**config.mk**
```make
export PLATFORM = sky130hd
export DESIGN_NAME = pixel_writer
export DESIGN_NICKNAME = d
export VERILOG_FILES = /design/src/rtl/pixel_writer.sv
export SDC_FILE = /design/constraint.sdc
export NUM_CORES = 1
export LEC_CHECK = 0
export ABC_AREA = 1
export CAP_MARGIN = 0
export CORE_AREA = 2 2 78 99
export DETAILED_ROUTE_END_ITERATION = 8
export DIE_AREA = 0 0 80 101
export PLACE_DENSITY = 0.78
export SYNTH_ARGS = -nofsm -noshare
export SYNTH_HDL_FRONTEND = slang
export SYNTH_SLANG_ARGS = --single-unit
```
**constraint.sdc**
```tcl
create_clock -name clk -period 3.75 [get_ports clk]
set_input_delay 1.125 -clock clk [delete_from_list [all_inputs] [get_ports clk]]
set_output_delay 1.125 -clock clk [all_outputs]
set_load 0.02 [all_outputs]
```
**src/rtl/pixel_writer.sv**
```systemverilog
// pixel_writer: read-modify-write of single pixels in a 1bpp SRAM frame buffer.
// Layout: H_PIXELS/8 words per line, 8 pixels per word in bits [7:0].
// Optional full-screen clear sweep: define PIXEL_WRITER_CLEAR_EN.
module pixel_writer #(
    parameter int unsigned H_PIXELS     = 640,
    parameter int unsigned V_PIXELS     = 480,
    parameter int unsigned READ_LATENCY = 2
) (
    input  logic        clk,
    input  logic        reset,
    input  logic        pen_valid,
    input  logic [9:0]  pen_x,
    input  logic [8:0]  pen_y,
    input  logic        pen_colour,
`ifdef PIXEL_WRITER_CLEAR_EN
    input  logic        clear,
`endif
    output logic        busy,
    output logic        done,
    input  logic        ready,
    output logic [17:0] address,
    input  logic [15:0] data_read,
    output logic [15:0] data_write,
    output logic        read,
    output logic        write
);

    localparam int unsigned ADDR_W         = 18;
    localparam int unsigned WORDS_PER_LINE = H_PIXELS / 8;
    localparam int unsigned LAST_WORD      = V_PIXELS * WORDS_PER_LINE - 1;
    localparam int unsigned LAT_W          = (READ_LATENCY > 1) ? $clog2(READ_LATENCY) : 1;

    typedef enum logic [2:0] {
        IDLE,
        RD_REQ,
        RD_WAIT,
        MODIFY,
        WR_REQ
`ifdef PIXEL_WRITER_CLEAR_EN
        , CLEAR
`endif
    } state_t;

    state_t              state;
    logic [9:0]          x_q;
    logic [8:0]          y_q;
    logic                colour_q;
    logic                rd_armed;
    logic [LAT_W-1:0]    lat_cnt;
    logic [7:0]          old_byte;
`ifdef PIXEL_WRITER_CLEAR_EN
    logic [ADDR_W-1:0]   clr_addr;
`endif

    logic                in_range_c;
    logic [ADDR_W-1:0]   pix_addr_c;
    logic [7:0]          new_byte_c;
    logic                unused_data_hi;

    // Upper half of the SRAM word carries no pixels.
    assign unused_data_hi = ^data_read[15:8];

    // Request bounds check on the live pen inputs.
    assign in_range_c = (32'(pen_x) < H_PIXELS) && (32'(pen_y) < V_PIXELS);

    // Word address of the latched pixel.
    assign pix_addr_c = ADDR_W'(y_q) * ADDR_W'(WORDS_PER_LINE) + ADDR_W'(x_q[9:3]);

    // Captured byte with the latched pixel forced to the requested colour.
    always_comb begin
        new_byte_c              = old_byte;
        new_byte_c[x_q[2:0]]    = colour_q;
    end

    // Control FSM with registered SRAM strobes and status.
    always_ff @(posedge clk or negedge reset) begin
        if (!reset) begin
            state      <= IDLE;
            busy       <= 1'b0;
            done       <= 1'b0;
            read       <= 1'b0;
            write      <= 1'b0;
            address    <= '0;
            data_write <= '0;
            x_q        <= '0;
            y_q        <= '0;
            colour_q   <= 1'b0;
            rd_armed   <= 1'b0;
            lat_cnt    <= '0;
            old_byte   <= '0;
`ifdef PIXEL_WRITER_CLEAR_EN
            clr_addr   <= '0;
`endif
        end else begin
            read  <= 1'b0;
            write <= 1'b0;
            done  <= 1'b0;
            case (state)
                IDLE: begin
                    busy <= 1'b0;
`ifdef PIXEL_WRITER_CLEAR_EN
                    if (clear && !busy) begin
                        busy     <= 1'b1;
                        clr_addr <= '0;
                        state    <= CLEAR;
                    end else
`endif
                    if (pen_valid && !busy) begin
                        x_q      <= pen_x;
                        y_q      <= pen_y;
                        colour_q <= pen_colour;
                        if (in_range_c) begin
                            busy     <= 1'b1;
                            rd_armed <= 1'b0;
                            state    <= RD_REQ;
                        end else begin
                            done <= 1'b1;
                        end
                    end
                end
                RD_REQ: begin
                    if (ready) begin
                        if (!rd_armed) begin
                            address  <= pix_addr_c;
                            rd_armed <= 1'b1;
                        end else begin
                            read     <= 1'b1;
                            rd_armed <= 1'b0;
                            lat_cnt  <= '0;
                            state    <= RD_WAIT;
                        end
                    end
                end
                RD_WAIT: begin
                    if (lat_cnt == LAT_W'(READ_LATENCY - 1)) begin
                        old_byte <= data_read[7:0];
                        state    <= MODIFY;
                    end else begin
                        lat_cnt <= lat_cnt + LAT_W'(1);
                    end
                end
                MODIFY: begin
                    if (new_byte_c == old_byte) begin
                        done  <= 1'b1;
                        state <= IDLE;
                    end else begin
                        state <= WR_REQ;
                    end
                end
                WR_REQ: begin
                    if (ready) begin
                        data_write <= {8'h00, new_byte_c};
                        write      <= 1'b1;
                        done       <= 1'b1;
                        state      <= IDLE;
                    end
                end
`ifdef PIXEL_WRITER_CLEAR_EN
                CLEAR: begin
                    if (ready) begin
                        address    <= clr_addr;
                        data_write <= '0;
                        write      <= 1'b1;
                        if (clr_addr == ADDR_W'(LAST_WORD)) begin
                            done  <= 1'b1;
                            state <= IDLE;
                        end else begin
                            clr_addr <= clr_addr + ADDR_W'(1);
                        end
                    end
                end
`endif
                default: state <= IDLE;
            endcase
        end
    end

endmodule

```
---- After elaboration in Yosys (flattened, before gate mapping) ----
Index checks and enable logic that the tools add are counted.
storage, ports and cells
  register bits after elaboration ......... 63
cells by class
  add/sub/neg operators ................... 2
  multipliers ............................. 1
  magnitude comparators ................... 4
  equal/unequal tests ..................... 11
  multiplexer cells ....................... 31
  bitwise logic cells ..................... 1
  reduce and logical (&&, ||, !) cells .... 14
operators by type and width
  cell                    count
  $mux W3                 7
  $mux W1                 18
  $add A16 B7 Y17         1
  $pmux W3 S5             1
  $mul A9 B3 Y12 const B  1
  $ne A2 B2 Y1 const B    6
  $lt A10 B10 Y1 const B  1
  $lt A9 B9 Y1 const B    1
  $bwmux W8               1
  $eq A8 B8 Y1            1
  $eq A3 B2 Y1 const B    2
  $reduce_and A2 Y1       3
  $reduce_and A3 Y1       2
  $reduce_and A6 Y1       1
  $lt A3 B4 Y1 const B    1
  $pmux W1 S2             2
  $reduce_and A4 Y1       1
  $reduce_bool A2 Y1      2
  $demux W1 S3            1
  $eq A3 B1 Y1 const B    1
  $eq A3 B3 Y1 const B    1
  $ge A3 B1 Y1 const B    1
  $logic_and A1 B1 Y1     3
  $logic_not A3 Y1        1
  4 further kinds         4

---- Depth between registers and ports, before layout ----
  depth after elaboration ................. 8
  depth in mapped cells ................... 14
  gate-level depth less buffers ........... 14

---- Least setup slack after synthesis ----
Ideal clock, no wire load.
  kind .................................... register -> register
  from .................................... register y_q[1]
  to ...................................... register address[13]
  library setup time ...................... 117 ps
  data arrival time ....................... 2108 ps
  data required time ...................... 3633 ps
  setup slack ............................. 1525 ps
  cell stages (with the launch flop) ...... 13
  buffers on the path ..................... 0
  period minus slack after synthesis ...... 2225 ps
  cells stage by stage .................... dfrtp_1 ha_1 ha_1 fa_1 nand2_1 inv_1 nand2_1 nor2_2 nand3_2 nor2_1 nand2_1 nand3_1 nand2_1
on the way
  word-level cells in the longest chain between the ends .. 2
RTL lines
  element                 line  source
  start, declared         46    logic [8:0] y_q;
  start signal, assigned  110   y_q <= pen_y;
  $mul A9 B3 Y12          67    assign pix_addr_c = ADDR_W'(y_q) * ADDR_W'(WORDS_PER_LINE) + ADDR_W'(x_q[9:3]);
  $add A16 B7 Y17         67
  end signal, assigned    124   address <= pix_addr_c;
  end, declared           21    output logic [17:0] address,
Every way passes these cells.
A chain may end at the register's enable or synchronous reset.

---- Worst setup path in the final report ----
  from .................................... register address[6]
  to ...................................... output address[6]
No word-level cell between the ends.

==> results summary <==
The count of distinct cell types in the synthesized netlist came out at 34. For this run, the leading register cell type out of synthesis is sky130_fd_sc_hd__dfrtp_1. For this run, the slowest stage of the critical path takes 0.61 ns. The sequential area share after synthesis came out at 44.2%. The post-route minimum period is 2.44 ns. The total detailed-routing wirelength is 7420 microns.

The slack of the worst reg-to-reg path came out at 1.35 ns. The required arrival time at the worst endpoint came out at 2.62 ns. The slowest stage of the critical path belongs to the cell sky130_fd_sc_hd__clkdlybuf4s50_1.

The vertical extent of the die came out at 101 microns. The top cell types in the final layout, fill and taps aside, are sky130_fd_sc_hd__nand2_1, sky130_fd_sc_hd__dfrtp_1, sky130_fd_sc_hd__clkdlybuf4s50_1, sky130_fd_sc_hd__inv_1, sky130_fd_sc_hd__nand3_1. The number of buffers added on ports came out at 60. The area of the core region is 0.00718 sq mm. The longest clock path from root to sink contains 2 buffers.

In this run the remaining antenna-violating nets after routing total 0. The number of flip-flops and latches in the synthesized netlist came out at 62. The full die area came out at 0.00808 sq mm. By startpoint and endpoint, the worst setup path is classified as reg -> out. The worst-case vdd ir drop came out at 0.395 mV. The worst setup path is launched from a register. The via count of the first global-routing pass is 2866. The post-layout instance count excluding filler cells came out at 587. The initialized floorplan defines 35 standard-cell rows. The number of antenna violations at the first check in global routing is 0.

78 I/O pins were placed. Dividing the detail-routed wire length by the instance count gives 12.6 microns. The total negative slack for setup checks is 0 ns. Clock latency on the worst-skew pair, taken at its later pin, is 0.34 ns. A synthesized cell averages 8.17 sq um. The layout net count is 550.

The post-CTS clock slew at the launch and capture registers of the worst setup and hold paths is 0.07 ns. The final RePlAce weighted congestion is 0.823. The number of synthesized flops with an enable pin came out at 0. The critical path buffer and inverter count came out at 1. The final-report max-slew violation count came out at 0.

After technology mapping, the gate count stands at 430. The yosys synthesis warning count is 0. Global routing consumed, over all layers together, 20.2% of the routing resources. The worst max-slew margin expressed relative to the limit is 62.2%.

The maximum fanout along the worst path is 2. Setup repair after global routing left no endpoint under its margin. The library cell used most frequently in the layout, excluding fill and tap cells, is sky130_fd_sc_hd__nand2_1. The first routing iteration left 109 violations. The remaining global-route overflow came out at 0. The number of CTS-inserted buffers came out at 9. The final HPWL from detailed placement is 5680 microns. The length of the first detailed-routing pass in iterations came out at 4. The tightest min-delay check is of the reg -> reg type. The number of clock sinks came out at 62. The worst clock skew came out at 0.00834 ns. Static timing analysis puts the maximum clock frequency at 0.410 GHz. 0 antenna diodes ended up in the layout. The arrival time of data at the critical path endpoint is 1.31 ns.

The post-synthesis async set-or-reset flop share is 100%. The worst setup path is captured at an output port. The buffer type at the clock tree root is sky130_fd_sc_hd__clkbuf_8. The leakage power total came out at 2.12 nW. The worst hold margin is 0.472 ns. After synthesis the cells add up to 0.00351 sq mm. The slew at the pin closest to its max-slew limit came out at 0.567 ns.

The number of setup violations in the final report came out at 0. The smallest setup slack after layout is 1.31 ns. The TritonCTS clock tree is built. The worst-case setup slack after placement is 1.01 ns. Dividing the final minimum period by the clock period gives 65.0%. After filler insertion, the fill cell instance count of the layout stands at 659. The critical path goes through clkdlybuf4s50_1. The count of H-tree levels built during CTS came out at 3. The number of post-CTS setup repair buffers is 0. The power density over the cells came out at 937 mW/mm^2. The number of failing hold endpoints at the final stage came out at 0. The effective utilization at floorplan is 48.9%. The total power consumption of the routed design came out at 4.06 mW.

The tool flagged a number of max-cap violations equal to 0. Dividing the detail-routed via count by the number of cells gives 5.01. In the routed design, unresolved DRC markers number 0. The placed instance count is 572.

Entering global routing, the biggest net connects 38 pins. The kind of cell with the highest combined delay along the critical path is buffers and inverters. The flow ran to the end, and the final reports show no timing, DRC or antenna violations. The post-route netlist has 10.5% of its cells at a drive strength greater than 1.

The first global-routing pass estimated 12600 microns of wire. The hold buffer count at CTS came out at 0. For this block, the via count after detailed routing is 2938. The overall die width is 80 microns.

The post-cts gate resize count is 0. The growth of design area from synthesis to finish is 23.3%.
==> flip-flops by register name, indices dropped and copies added, names as in the netlist <==
name,count
done,1
colour_q,1
busy,1
read,1
x_q,10
address,17
state,3
data_write,8
write,1
rd_armed,1
lat_cnt,1
y_q,9
old_byte,8
==> cell type report <==
cell class                 instances  area [sq um]  share of cell area, %
sequential                        62          1550                   35.8
clock inverter                     3          42.5                  0.982
inverter                          47           176                   4.07
tap                               92           115                   2.66
timing repair buffer              62           611                   14.1
clock buffer                      12           165                   3.81
multi-input combinational        309          1670                   38.6
==> worst paths after layout <==
path	from	end	cells past startpoint
setup / recovery	address[6]	address[6]	1
hold / removal	address[4]	address[4]	2
setup reg to reg	y_q[1]	address[13]	12
hold reg to reg	address[4]	address[4]	2
max in group asynchronous	reset	rd_armed	2
min in group asynchronous	reset	address[15]	1
==> cells by family (layout without fill, tap and decap cells) <==
logic type / after synthesis / after routing / synth area share (%)
muxes: 5 / 5 / 2.03
buffers and inverters: 67 / 124 / 9.15
adders and majority gates: 19 / 19 / 7.19
and+or+nand+nor: 216 / 216 / 28.3
DFF: 62 / 62 / 44.2
AOI/OAI and AO/OA: 57 / 57 / 8.33
xor gates and xnor gates: 3 / 3 / 0.748
other: 1 / 9 / 0.107
==> tightest hold or removal path, cell delays in order, from the launching register on <==
cell and delay (ns):
sky130_fd_sc_hd__dfrtp_1 0.35, sky130_fd_sc_hd__nand2_1 0.05, sky130_fd_sc_hd__nand2_1 0.04
==> metrics by stage <==
step / instance area, sq um / util [%]
2_1_floorplan: 3540 / -
3_3_place_gp: 4120 / 57.4
3_5_place_dp: 4120 / 57.4
4_1_cts: 4330 / 60.3
5_1_grt: 4330 / 60.3
6_report: 4330 / 60.3
==> cell usage after synthesis, types with 2 or more instances <==
master | count | area share, %
sky130_fd_sc_hd__a21oi_1 | 11 | 1.6
sky130_fd_sc_hd__buf_2 | 5 | 0.71
sky130_fd_sc_hd__buf_4 | 13 | 2.8
sky130_fd_sc_hd__buf_6 | 2 | 0.64
sky130_fd_sc_hd__dfrtp_1 | 62 | 44
sky130_fd_sc_hd__fa_1 | 2 | 1.1
sky130_fd_sc_hd__ha_1 | 17 | 6.1
sky130_fd_sc_hd__inv_1 | 34 | 3.6
sky130_fd_sc_hd__inv_2 | 13 | 1.4
sky130_fd_sc_hd__mux2_4 | 4 | 1.7
sky130_fd_sc_hd__nand2_1 | 133 | 14
sky130_fd_sc_hd__nand3_1 | 31 | 4.4
sky130_fd_sc_hd__nand3b_1 | 6 | 1.3
sky130_fd_sc_hd__nand4_1 | 3 | 0.53
sky130_fd_sc_hd__nor2_1 | 20 | 2.1
sky130_fd_sc_hd__nor2_2 | 3 | 0.53
sky130_fd_sc_hd__nor2_4 | 3 | 0.96
sky130_fd_sc_hd__nor3_1 | 6 | 0.85
sky130_fd_sc_hd__nor3_2 | 5 | 1.4
sky130_fd_sc_hd__o21ai_0 | 22 | 3.1
sky130_fd_sc_hd__o21ai_1 | 21 | 3.0
sky130_fd_sc_hd__xor2_1 | 2 | 0.50
==> routing by layer <==
layer | vias to the layer above | track usage [%] | routed length [microns]
met5 | - | 0 | 0
met2 | 69 | 36.4 | 3960
met4 | 0 | 6.78 | 97
li1 | 1491 | - | -
met3 | 9 | 5.65 | 367
met1 | 1369 | 22.8 | 3000
==> power by group <==
part	switching, mW	internal, mW
Sequential	0.241	0.980
Combinational	1.33	0.899
Clock	0.256	0.356
No activity file was read; power rests on OpenSTA's default activity.
